<file path="config.mk">
export PLATFORM = sky130hd
export DESIGN_NAME = z80fi_collector
export DESIGN_NICKNAME = d
export VERILOG_FILES = /design/src/rtl/z80fi_collector_pkg.sv /design/src/rtl/z80fi_mem_slot_capture.sv /design/src/rtl/z80fi_collector.sv
export SDC_FILE = /design/constraint.sdc
export NUM_CORES = 2
export LEC_CHECK = 0
export CAP_MARGIN = 20
export CORE_AREA = 4 4 317 319
export CTS_CLUSTER_SIZE = 24
export DETAILED_ROUTE_END_ITERATION = 12
export DIE_AREA = 0 0 321 323
export SLEW_MARGIN = 25
export SYNTH_ARGS = -nofsm -noshare
export SYNTH_HDL_FRONTEND = slang
export SYNTH_SLANG_ARGS = --single-unit
</file>
<file path="constraint.sdc">
create_clock -name clk -period 2.6 [get_ports clk]
set_input_delay 0.26 -clock clk [delete_from_list [all_inputs] [get_ports clk]]
set_output_delay 0.26 -clock clk [all_outputs]
set_load 0.01 [all_outputs]
</file>
<file path="src/rtl/z80fi_collector_pkg.sv">
// z80fi_collector_pkg: shared limits, FSM encoding and error-cause bit positions for the collector
package z80fi_collector_pkg;
  localparam int SLOTS = 2;
  localparam int MAX_LEN = 4;
  localparam logic [0:0] IDLE = 1'b0;
  localparam logic [0:0] COLLECT = 1'b1;
  localparam int ERR_W = 4;
  localparam int ERR_LEN = 0;
  localparam int ERR_RD = 1;
  localparam int ERR_WR = 2;
  localparam int ERR_START = 3;
endpackage

</file>
<file path="src/rtl/z80fi_mem_slot_capture.sv">
// z80fi_mem_slot_capture: two-slot in-order capture of memory events; outputs include the current cycle's event
module z80fi_mem_slot_capture
  import z80fi_collector_pkg::*;
(
  input  logic        clk,
  input  logic        rst,
  input  logic        clear,
  input  logic        valid,
  input  logic [15:0] addr,
  input  logic [7:0]  data,
  output logic [15:0] addr1,
  output logic [15:0] addr2,
  output logic [7:0]  data1,
  output logic [7:0]  data2,
  output logic        flag1,
  output logic        flag2,
  output logic        overflow
);
  logic [SLOTS-1:0] f_q;
  logic [15:0] a1_q, a2_q;
  logic [7:0] d1_q, d2_q;
  logic ov_q;
  always_comb begin
    flag1 = f_q[0] | valid;
    flag2 = f_q[1] | (valid & f_q[0]);
    addr1 = (valid & ~f_q[0]) ? addr : a1_q;
    data1 = (valid & ~f_q[0]) ? data : d1_q;
    addr2 = (valid & f_q[0] & ~f_q[1]) ? addr : a2_q;
    data2 = (valid & f_q[0] & ~f_q[1]) ? data : d2_q;
    overflow = ov_q | (valid & f_q[1]);
  end
  always_ff @(posedge clk) begin
    if (rst || clear) begin
      f_q <= '0;
      a1_q <= '0;
      a2_q <= '0;
      d1_q <= '0;
      d2_q <= '0;
      ov_q <= 1'b0;
    end else begin
      f_q <= {flag2, flag1};
      a1_q <= addr1;
      a2_q <= addr2;
      d1_q <= data1;
      d2_q <= data2;
      ov_q <= overflow;
    end
  end
endmodule

</file>
<file path="src/rtl/z80fi_collector.sv">
// z80fi_collector: assembles per-cycle fetch/read/write events into one retirement record per instruction
module z80fi_collector
  import z80fi_collector_pkg::*;
#(
  parameter int REGS_W = 208
) (
  input  logic              clk,
  input  logic              reset,
  input  logic              insn_start,
  input  logic              opcode_valid,
  input  logic [7:0]        opcode_byte,
  input  logic              mem_rd_valid,
  input  logic [15:0]       mem_rd_addr,
  input  logic [7:0]        mem_rd_data,
  input  logic              mem_wr_valid,
  input  logic [15:0]       mem_wr_addr,
  input  logic [7:0]        mem_wr_data,
  input  logic              insn_done,
  input  logic [REGS_W-1:0] core_regs,
  output logic              z80fi_valid,
  output logic [31:0]       z80fi_insn,
  output logic [2:0]        z80fi_insn_len,
  output logic              z80fi_mem_rd,
  output logic              z80fi_mem_rd2,
  output logic              z80fi_mem_wr,
  output logic              z80fi_mem_wr2,
  output logic [15:0]       z80fi_mem_raddr,
  output logic [15:0]       z80fi_mem_raddr2,
  output logic [15:0]       z80fi_mem_waddr,
  output logic [15:0]       z80fi_mem_waddr2,
  output logic [7:0]        z80fi_mem_rdata,
  output logic [7:0]        z80fi_mem_rdata2,
  output logic [7:0]        z80fi_mem_wdata,
  output logic [7:0]        z80fi_mem_wdata2,
  output logic [REGS_W-1:0] z80fi_regs_in,
  output logic [REGS_W-1:0] z80fi_regs_out,
  output logic              z80fi_error
);
  logic [0:0] state;
  logic [31:0] insn_q, insn_n;
  logic [2:0] len_q, len_n;
  logic [ERR_W-1:0] err_q, cause;
  logic [REGS_W-1:0] regs_in_q;
  logic collecting, fetch, len_ov, emit;
  logic [15:0] ra1, ra2, wa1, wa2;
  logic [7:0] rd1, rd2, wd1, wd2;
  logic rf1, rf2, wf1, wf2, rd_ov, wr_ov;
  assign collecting = state == COLLECT;
  assign fetch = collecting & opcode_valid & ~insn_start;
  assign len_ov = fetch & (len_q == 3'(MAX_LEN));
  assign len_n = (fetch & ~len_ov) ? len_q + 3'd1 : len_q;
  assign emit = collecting & (insn_done | insn_start);
  z80fi_mem_slot_capture rd_cap (
    .clk(clk), .rst(reset), .clear(insn_start), .valid(collecting & mem_rd_valid),
    .addr(mem_rd_addr), .data(mem_rd_data), .addr1(ra1), .addr2(ra2),
    .data1(rd1), .data2(rd2), .flag1(rf1), .flag2(rf2), .overflow(rd_ov)
  );
  z80fi_mem_slot_capture wr_cap (
    .clk(clk), .rst(reset), .clear(insn_start), .valid(collecting & mem_wr_valid),
    .addr(mem_wr_addr), .data(mem_wr_data), .addr1(wa1), .addr2(wa2),
    .data1(wd1), .data2(wd2), .flag1(wf1), .flag2(wf2), .overflow(wr_ov)
  );
  always_comb begin
    insn_n = insn_q;
    if (fetch && !len_ov) insn_n[{len_q[1:0], 3'b000} +: 8] = opcode_byte;
  end
  always_comb begin
    cause = err_q;
    cause[ERR_LEN] = err_q[ERR_LEN] | len_ov;
    cause[ERR_RD] = err_q[ERR_RD] | rd_ov;
    cause[ERR_WR] = err_q[ERR_WR] | wr_ov;
    cause[ERR_START] = err_q[ERR_START] | (insn_start & ~insn_done);
  end
  always_ff @(posedge clk) begin
    if (reset) begin
      state <= IDLE;
      insn_q <= '0;
      len_q <= '0;
      err_q <= '0;
      regs_in_q <= '0;
      z80fi_valid <= 1'b0;
      z80fi_insn <= '0;
      z80fi_insn_len <= '0;
      z80fi_mem_rd <= 1'b0;
      z80fi_mem_rd2 <= 1'b0;
      z80fi_mem_wr <= 1'b0;
      z80fi_mem_wr2 <= 1'b0;
      z80fi_mem_raddr <= '0;
      z80fi_mem_raddr2 <= '0;
      z80fi_mem_waddr <= '0;
      z80fi_mem_waddr2 <= '0;
      z80fi_mem_rdata <= '0;
      z80fi_mem_rdata2 <= '0;
      z80fi_mem_wdata <= '0;
      z80fi_mem_wdata2 <= '0;
      z80fi_regs_in <= '0;
      z80fi_regs_out <= '0;
      z80fi_error <= 1'b0;
    end else begin
      z80fi_valid <= emit;
      if (emit) begin
        z80fi_insn <= insn_n;
        z80fi_insn_len <= len_n;
        z80fi_mem_rd <= rf1;
        z80fi_mem_rd2 <= rf2;
        z80fi_mem_wr <= wf1;
        z80fi_mem_wr2 <= wf2;
        z80fi_mem_raddr <= ra1;
        z80fi_mem_raddr2 <= ra2;
        z80fi_mem_waddr <= wa1;
        z80fi_mem_waddr2 <= wa2;
        z80fi_mem_rdata <= rd1;
        z80fi_mem_rdata2 <= rd2;
        z80fi_mem_wdata <= wd1;
        z80fi_mem_wdata2 <= wd2;
        z80fi_regs_in <= regs_in_q;
        z80fi_regs_out <= core_regs;
        z80fi_error <= |cause;
      end
      // A new start always opens a fresh record, even when it also closes the previous one
      if (insn_start) begin
        state <= COLLECT;
        insn_q <= {24'h0, opcode_byte};
        len_q <= 3'd1;
        err_q <= '0;
        regs_in_q <= core_regs;
      end else if (collecting && insn_done) begin
        state <= IDLE;
      end else if (collecting) begin
        insn_q <= insn_n;
        len_q <= len_n;
        err_q[ERR_LEN] <= cause[ERR_LEN];
      end
    end
  end
endmodule
</file>
# Yosys cells after proc, flatten, opt, wreduce, memory -nomap -nowiden
# Index checks and enable logic that the tools add are counted.
dict set report op_classes {
  n_addsub 2
  eq_ne 2
  n_shift 2
  n_mux 19
  bitwise 32
  n_reduce_logical 10
}
# operator n
set ops {}
lappend ops {{16-bit 2-to-1 mux} 4}
lappend ops {{8-bit 2-to-1 mux} 7}
lappend ops {{32-bit bitwise mux} 1}
lappend ops {{32-bit 2-to-1 mux} 1}
lappend ops {{8-bit by 7-bit variable shift with 32-bit output (first input constant)} 1}
lappend ops {{8-bit by 7-bit variable part select with 32-bit output} 1}
lappend ops {{1-bit AND} 16}
lappend ops {{1-bit NOT} 8}
lappend ops {{1-bit OR} 8}
lappend ops {{5-bit negator with 7-bit output} 1}
lappend ops {{1-bit 2-to-1 mux} 5}
lappend ops {{2-bit AND reduction} 2}
lappend ops {{2-bit nonzero test} 2}
lappend ops {{4-bit OR reduction} 1}
lappend ops {{3-bit by 1-bit adder with 3-bit output (second input constant)} 1}
lappend ops {{3-bit equality test (second input constant)} 1}
lappend ops {{3-bit 2-to-1 mux} 1}
lappend ops {{1-bit logical AND} 2}
lappend ops {{2-bit != test (second input constant)} 1}
lappend ops {{2-bit OR reduction} 1}
lappend ops {{1-bit zero test} 1}
lappend ops {{1-bit logical OR} 1}
dict set report word_totals {
  register_bits 900
  in_bits 271
  output_inout_bits 553
  word_cells 104
}

# Logic depth before layout (Yosys ltp)
dict set report logic_depth {
  word_depth 9
  ltp_mapped 9
  depth_no_buf 6
}

# By module
# From an unflattened synthesis, not the netlist that was laid out.
dict set report unflattened {
  hier_cells 3537
  hier_area_um2 31956.9
}
# module instances cells_per_inst area_per_inst_um2
set modules_own_cells {}
lappend modules_own_cells {z80fi_collector 1 3205 27820.4}
lappend modules_own_cells {z80fi_mem_slot_capture 2 166 2068.2}

# Least setup slack after synthesis
# Ideal clock, no wire load.
dict set report synth_path {
  path_type {register to register}
  start {reg len_q[0]}
  end {reg insn_q[30]}
  t_arrival_ns 2.168
  t_required_ns 2.515
  setup_slack_ns 0.347
  path_stages_with_launch 9
  synth_period_minus_slack_ns 2.253
  cell_sequence {dfxtp_1 clkbuf_1 inv_1 ha_1 and2_4 or4_1 buf_2 buf_6 o31ai_2}
}
dict set report synth_between {
  elab_chain_cells 5
}
# item line
set synth_lines {}
lappend synth_lines {{start, declared} z80fi_collector.sv:41} ;# logic [2:0] len_q, len_n;
lappend synth_lines {{start signal, assigned} z80fi_collector.sv:131} ;# len_q <= len_n;
lappend synth_lines {{parallel branches: the longest is 4 deep, another holds 5-bit negator with 7-bit output} --}
lappend synth_lines {{32-bit 2-to-1 mux (*)} z80fi_collector.sv:65} ;# if (fetch && !len_ov) insn_n[{len_q[1:0], 3'b000} +: 8] = opcode_byte;
lappend synth_lines {{end signal, assigned} z80fi_collector.sv:123} ;# insn_q <= {24'h0, opcode_byte};
lappend synth_lines {{end signal, assigned} z80fi_collector.sv:130} ;# insn_q <= insn_n;
lappend synth_lines {{end, declared} z80fi_collector.sv:40} ;# logic [31:0] insn_q, insn_n;
# Every way passes the cells marked *.
# A chain may end at the register's enable or synchronous reset.

# Final worst setup path
dict set report layout_path {
  start {reg len_q[1]}
  end {reg insn_q[27]}
}
# The elaborated chain is that of the path after synthesis.

==> flow_summary.html <==
<table>
<tr><th>Metric</th><th>Value</th></tr>
<tr><th colspan="2">Synth</th></tr>
<tr><td>Post-synthesis cell type count</td><td>48</td></tr>
<tr><td>Number of instances in the synthesized netlist</td><td>about 3.5k</td></tr>
<tr><td>Fraction of the yosys area taken by sequential cells</td><td>57.3%</td></tr>
<tr><td>Post-synthesis register bit count</td><td>900</td></tr>
<tr><td>Post-synthesis async set-or-reset flop share</td><td>0%</td></tr>
<tr><td>Number of synthesized flops with an enable pin</td><td>0</td></tr>
<tr><td>Ys flop type</td><td>dfxtp_1</td></tr>
<tr><td>Syn Area/Cell</td><td>9.02 um2</td></tr>
<tr><td>Area share of the largest cell type after synthesis</td><td>57.3%</td></tr>
<tr><td>Yosys synthesis warning count</td><td>0</td></tr>
<tr><td>Leading cell types by total area after synthesis</td><td>dfxtp_1, nand2_1, mux2i_1</td></tr>
<tr><td>Cell type with the largest total area after synthesis</td><td>dfxtp_1</td></tr>
<tr><td>Leading cell types by count after synthesis</td><td>dfxtp_1, nand2_1, nor2_1</td></tr>
<tr><td>Most used standard cell by instance count after synthesis</td><td>dfxtp_1</td></tr>
<tr><td>Cell area after synthesis</td><td>31400 um2</td></tr>
<tr><td>Post-synth net total</td><td>3761</td></tr>
<tr><th colspan="2">STA</th></tr>
<tr><td>Remaining max-slew budget at the tightest pin</td><td>29.0%</td></tr>
<tr><td>Timing-limited maximum frequency</td><td>470 MHz</td></tr>
<tr><td>Minimum clock period</td><td>2.13 ns</td></tr>
<tr><td>Skew final</td><td>around 0.016 ns</td></tr>
<tr><td>Endpoints failing setup</td><td>0</td></tr>
<tr><td>Total count of hold-check failures in the final report</td><td>0</td></tr>
<tr><td>TNS Setup</td><td>0 ns</td></tr>
<tr><td>Unrepaired setup endpoints after global routing</td><td>false</td></tr>
<tr><td>Max Transition Viols Final</td><td>0</td></tr>
<tr><td>Period Utilization, post-route</td><td>81.8%</td></tr>
<tr><td>Worst Tran Pin Value</td><td>1.06 ns</td></tr>
<tr><th colspan="2">Global route</th></tr>
<tr><td>GR peak layer</td><td>met2</td></tr>
<tr><td>Met3 usage</td><td>a little over 6%</td></tr>
<tr><td>M1 GR Usage</td><td>22.7%</td></tr>
<tr><td>Initial antenna violation count</td><td>11</td></tr>
<tr><td>Grt met2 use</td><td>about a third</td></tr>
<tr><td>Pin count of the biggest net entering global routing</td><td>approximately 180</td></tr>
<tr><td>Wire length of the first global-routing pass</td><td>155 mm</td></tr>
<tr><td>All-layer global routing usage</td><td>19.0%</td></tr>
<tr><td>Congestion Overflow GR</td><td>0</td></tr>
<tr><td>Vias in the first global route</td><td>25.1k</td></tr>
<tr><th colspan="2">CTS</th></tr>
<tr><td>Sinks on the clock net</td><td>900</td></tr>
<tr><td>CTS Hold Bufs</td><td>0</td></tr>
<tr><td>Number of buffers inserted during clock tree synthesis</td><td>100</td></tr>
<tr><td>Clk Latency, worst-skew pair</td><td>0.66 ns</td></tr>
<tr><td>Root buf cell</td><td>clkbuf_16</td></tr>
<tr><td>Clock transition at the registers of the reported paths</td><td>0.06 ns</td></tr>
<tr><td>CTS max path bufs</td><td>3</td></tr>
<tr><td>Clock tree from TritonCTS</td><td>built</td></tr>
<tr><td>Count of cells resized by post-cts repair</td><td>0</td></tr>
<tr><td>Number of H-tree levels</td><td>3</td></tr>
<tr><td># Post-CTS Setup Buffers</td><td>0</td></tr>
<tr><th colspan="2">Worst setup path</th></tr>
<tr><td>Endpoint of the worst register-to-register path</td><td>insn_q[27]$_SDFFE_PP0P_</td></tr>
<tr><td>Critical path data required time</td><td>3.16 ns</td></tr>
<tr><td>Critical path class</td><td>register to register</td></tr>
<tr><td>Worst Path Max Fanout</td><td>16</td></tr>
<tr><td>Slack of the worst reg-to-reg path</td><td>approximately 0.47 ns</td></tr>
<tr><td>Crit path DAT</td><td>2.68 ns</td></tr>
<tr><td>Setup crit start kind</td><td>register</td></tr>
<tr><td>Depth of the worst register-to-register path</td><td>5</td></tr>
<tr><td>Nature of the critical path endpoint</td><td>register</td></tr>
<tr><td>Worst reg2reg path startpoint</td><td>len_q[1]$_SDFFE_PP0P_</td></tr>
<tr><th colspan="2">Job</th></tr>
<tr><td>Max capacitance violation total</td><td>0</td></tr>
<tr><th colspan="2">Power and ir drop</th></tr>
<tr><td>P per Cell Area</td><td>around 730 nW/um2</td></tr>
<tr><td>Highest ir drop seen on vdd</td><td>519 uV</td></tr>
<tr><td>Total power of the final layout</td><td>32.5 mW</td></tr>
<tr><td>Leakage dissipation</td><td>17.0 nW</td></tr>
<tr><th colspan="2">Place</th></tr>
<tr><td>Cells after DPL</td><td>approximately 5.4k</td></tr>
<tr><td>Routability cong.</td><td>between 0.8 and 0.9</td></tr>
<tr><td>Final HPWL from detailed placement</td><td>around 73 mm</td></tr>
<tr><td>DP Area</td><td>around 41000 um2</td></tr>
<tr><td>Port Buffers</td><td>823</td></tr>
<tr><th colspan="2">Finish</th></tr>
<tr><td>Finished Cell Area</td><td>between 40000 and 50000 um2</td></tr>
<tr><td>Finished Core Util</td><td>45.4%</td></tr>
<tr><td>Syn-to-layout area delta</td><td>41.4%</td></tr>
<tr><td>Layout filler cell count</td><td>9508</td></tr>
<tr><td>Share of layout cells above drive strength 1</td><td>5.83%</td></tr>
<tr><td>Number of nets in the final layout</td><td>4487</td></tr>
<tr><td>Fin cells</td><td>about 5.6k</td></tr>
<tr><th colspan="2">Floorplanning</th></tr>
<tr><td>Initial Utilization</td><td>32.1%</td></tr>
<tr><td>X dimension of the die</td><td>between 300 and 400 um</td></tr>
<tr><td>Row Count</td><td>around 120</td></tr>
<tr><td># IOs</td><td>824</td></tr>
<tr><td>Die Y</td><td>roughly 320 um</td></tr>
<tr><td>Area inside the core boundary</td><td>97800 um2</td></tr>
<tr><td>Total Die Area</td><td>104000 um2</td></tr>
<tr><th colspan="2">Detailed routing</th></tr>
<tr><td>Routed WL</td><td>between 100 and 150 mm</td></tr>
<tr><td>DRC viols</td><td>0</td></tr>
<tr><td>Average detailed-routed wire length per instance</td><td>18.6 um</td></tr>
<tr><td>Number of antenna-violating nets in the routed design</td><td>0</td></tr>
<tr><td>Iteration-0 DRC Markers</td><td>1321</td></tr>
<tr><td>Vias/cell</td><td>4.70</td></tr>
<tr><td>Initial DRT Pass Iterations</td><td>5</td></tr>
<tr><td>DR vias</td><td>~26k</td></tr>
<tr><th colspan="2">Worst hold path</th></tr>
<tr><td>Worst min-delay path startpoint</td><td>reset</td></tr>
<tr><td>Hold Crit Endpoint</td><td>regs_in_q[207]$_SDFFE_PP0P_</td></tr>
<tr><td>Hold Path Cell Cnt</td><td>2</td></tr>
<tr><td>Hold Crit Class</td><td>input port to register</td></tr>
<tr><th colspan="2">Outcome</th></tr>
<tr><td>Outcome</td><td>complete, no violations</td></tr>
</table>
-- cell families (layout without fill, tap and decap cells) --
kind of cell	count (synthesis)	in the layout	share of synthesized area [%]
AOI/OAI and AO/OA	626	626	11.6
xor gates and xnor gates	2	2	0.0558
adders and majority gates	6	6	0.239
buffers and inverters	279	1085	3.85
DFF	900	900	57.3
muxes	315	315	10.0
other	0	11	0
and+or+nand+nor	1356	1356	16.9
-- routing by layer --
layer / vias to the layer above / part of all wire, %
li1: 13000 / -
met5: - / 0
met3: 167 / 7.9
met4: 0 / 3.2
met1: 12400 / 40
met2: 714 / 49
-- sequential cells by signal, indices dropped and copies added (netlist names), 32 cells and up --
signal	cells
z80fi_regs_out	208
z80fi_regs_in	208
z80fi_insn	32
insn_q	32
regs_in_q	208
-- area by class of cell --
cell class | count | area (um2) | area share (%)
clock inverters | 37 | 445 | 1.00
clock buffers | 145 | 3000 | 6.74
inverters | 11 | 41.3 | 0.0930
well taps | 1287 | 1610 | 3.63
multi-input cells | 2305 | 12200 | 27.5
diodes | 11 | 27.5 | 0.0620
flip-flops and latches | 900 | 18000 | 40.6
repair buffers | 892 | 9070 | 20.4
-- worst max path at each step --
stage / depth (start not counted) / slack (ns) / start / to
3_3_place_gp: 6 / 0.45 / opcode_valid / insn_q[5]$_SDFFE_PP0P_
4_1_cts: 5 / 0.49 / len_q[1]$_SDFFE_PP0P_ / insn_q[27]$_SDFFE_PP0P_
5_1_grt: 3 / 0.33 / collecting$_SDFFE_PP0P_ / insn_q[11]$_SDFFE_PP0P_
2_1_floorplan: 8 / 0.35 / len_q[0]$_SDFFE_PP0P_ / insn_q[30]$_SDFFE_PP0P_
6_report: 5 / 0.47 / len_q[1]$_SDFFE_PP0P_ / insn_q[27]$_SDFFE_PP0P_
3_5_place_dp: 4 / 0.41 / opcode_valid / insn_q[11]$_SDFFE_PP0P_
-- where the power goes --
group          internal (mW)  switching (mW)
sequential              14.4           0.290
combinational           1.54            1.73
clock                   8.87            5.73
total                   24.8            7.76
-- per-stage QoR --
step	hold slack (ns)	setup WS (ns)
floorplan	0.370	0.347
global placement	0.435	0.454
detailed placement	0.441	0.413
CTS	0.000307	0.486
global route	0.00811	0.326
finish	0.0290	0.474
-- layout by cell type (no fill, tap or decap), types with 3 or more instances in the layout --
| cell | n |
|---|---|
| a22oi_1 | 15 |
| nor2_1 | 434 |
| a21oi_1 | 427 |
| clkbuf_8 | 26 |
| o21ai_1 | 7 |
| a211oi_1 | 114 |
| diode_2 | 11 |
| mux2i_1 | 315 |
| o21ai_0 | 4 |
| clkbuf_1 | 16 |
| and3_1 | 8 |
| or4_1 | 8 |
| o22ai_1 | 8 |
| nand2_1 | 855 |
| clkbuf_16 | 103 |
| clkinv_4 | 5 |
| a22o_1 | 16 |
| nand4b_1 | 3 |
| nand3_1 | 20 |
| nor3b_1 | 9 |
| o31ai_1 | 13 |
| nand3b_1 | 3 |
| inv_6 | 3 |
| inv_1 | 11 |
| buf_12 | 24 |
| dfxtp_1 | 900 |
| ha_1 | 6 |
| bufinv_16 | 9 |
| a311oi_2 | 3 |
| a21o_1 | 8 |
| a31oi_1 | 6 |
| buf_4 | 45 |
| clkdlybuf4s50_1 | 821 |
| clkinv_2 | 18 |
-- critical path, cell delays in order, from the launching register on --
cell	delay, ns
dfxtp_1	0.41
inv_1	0.12
ha_1	0.21
and2_4	0.18
or4_1	0.78
o31ai_1	0.33
(Power assumes the default switching activity.)
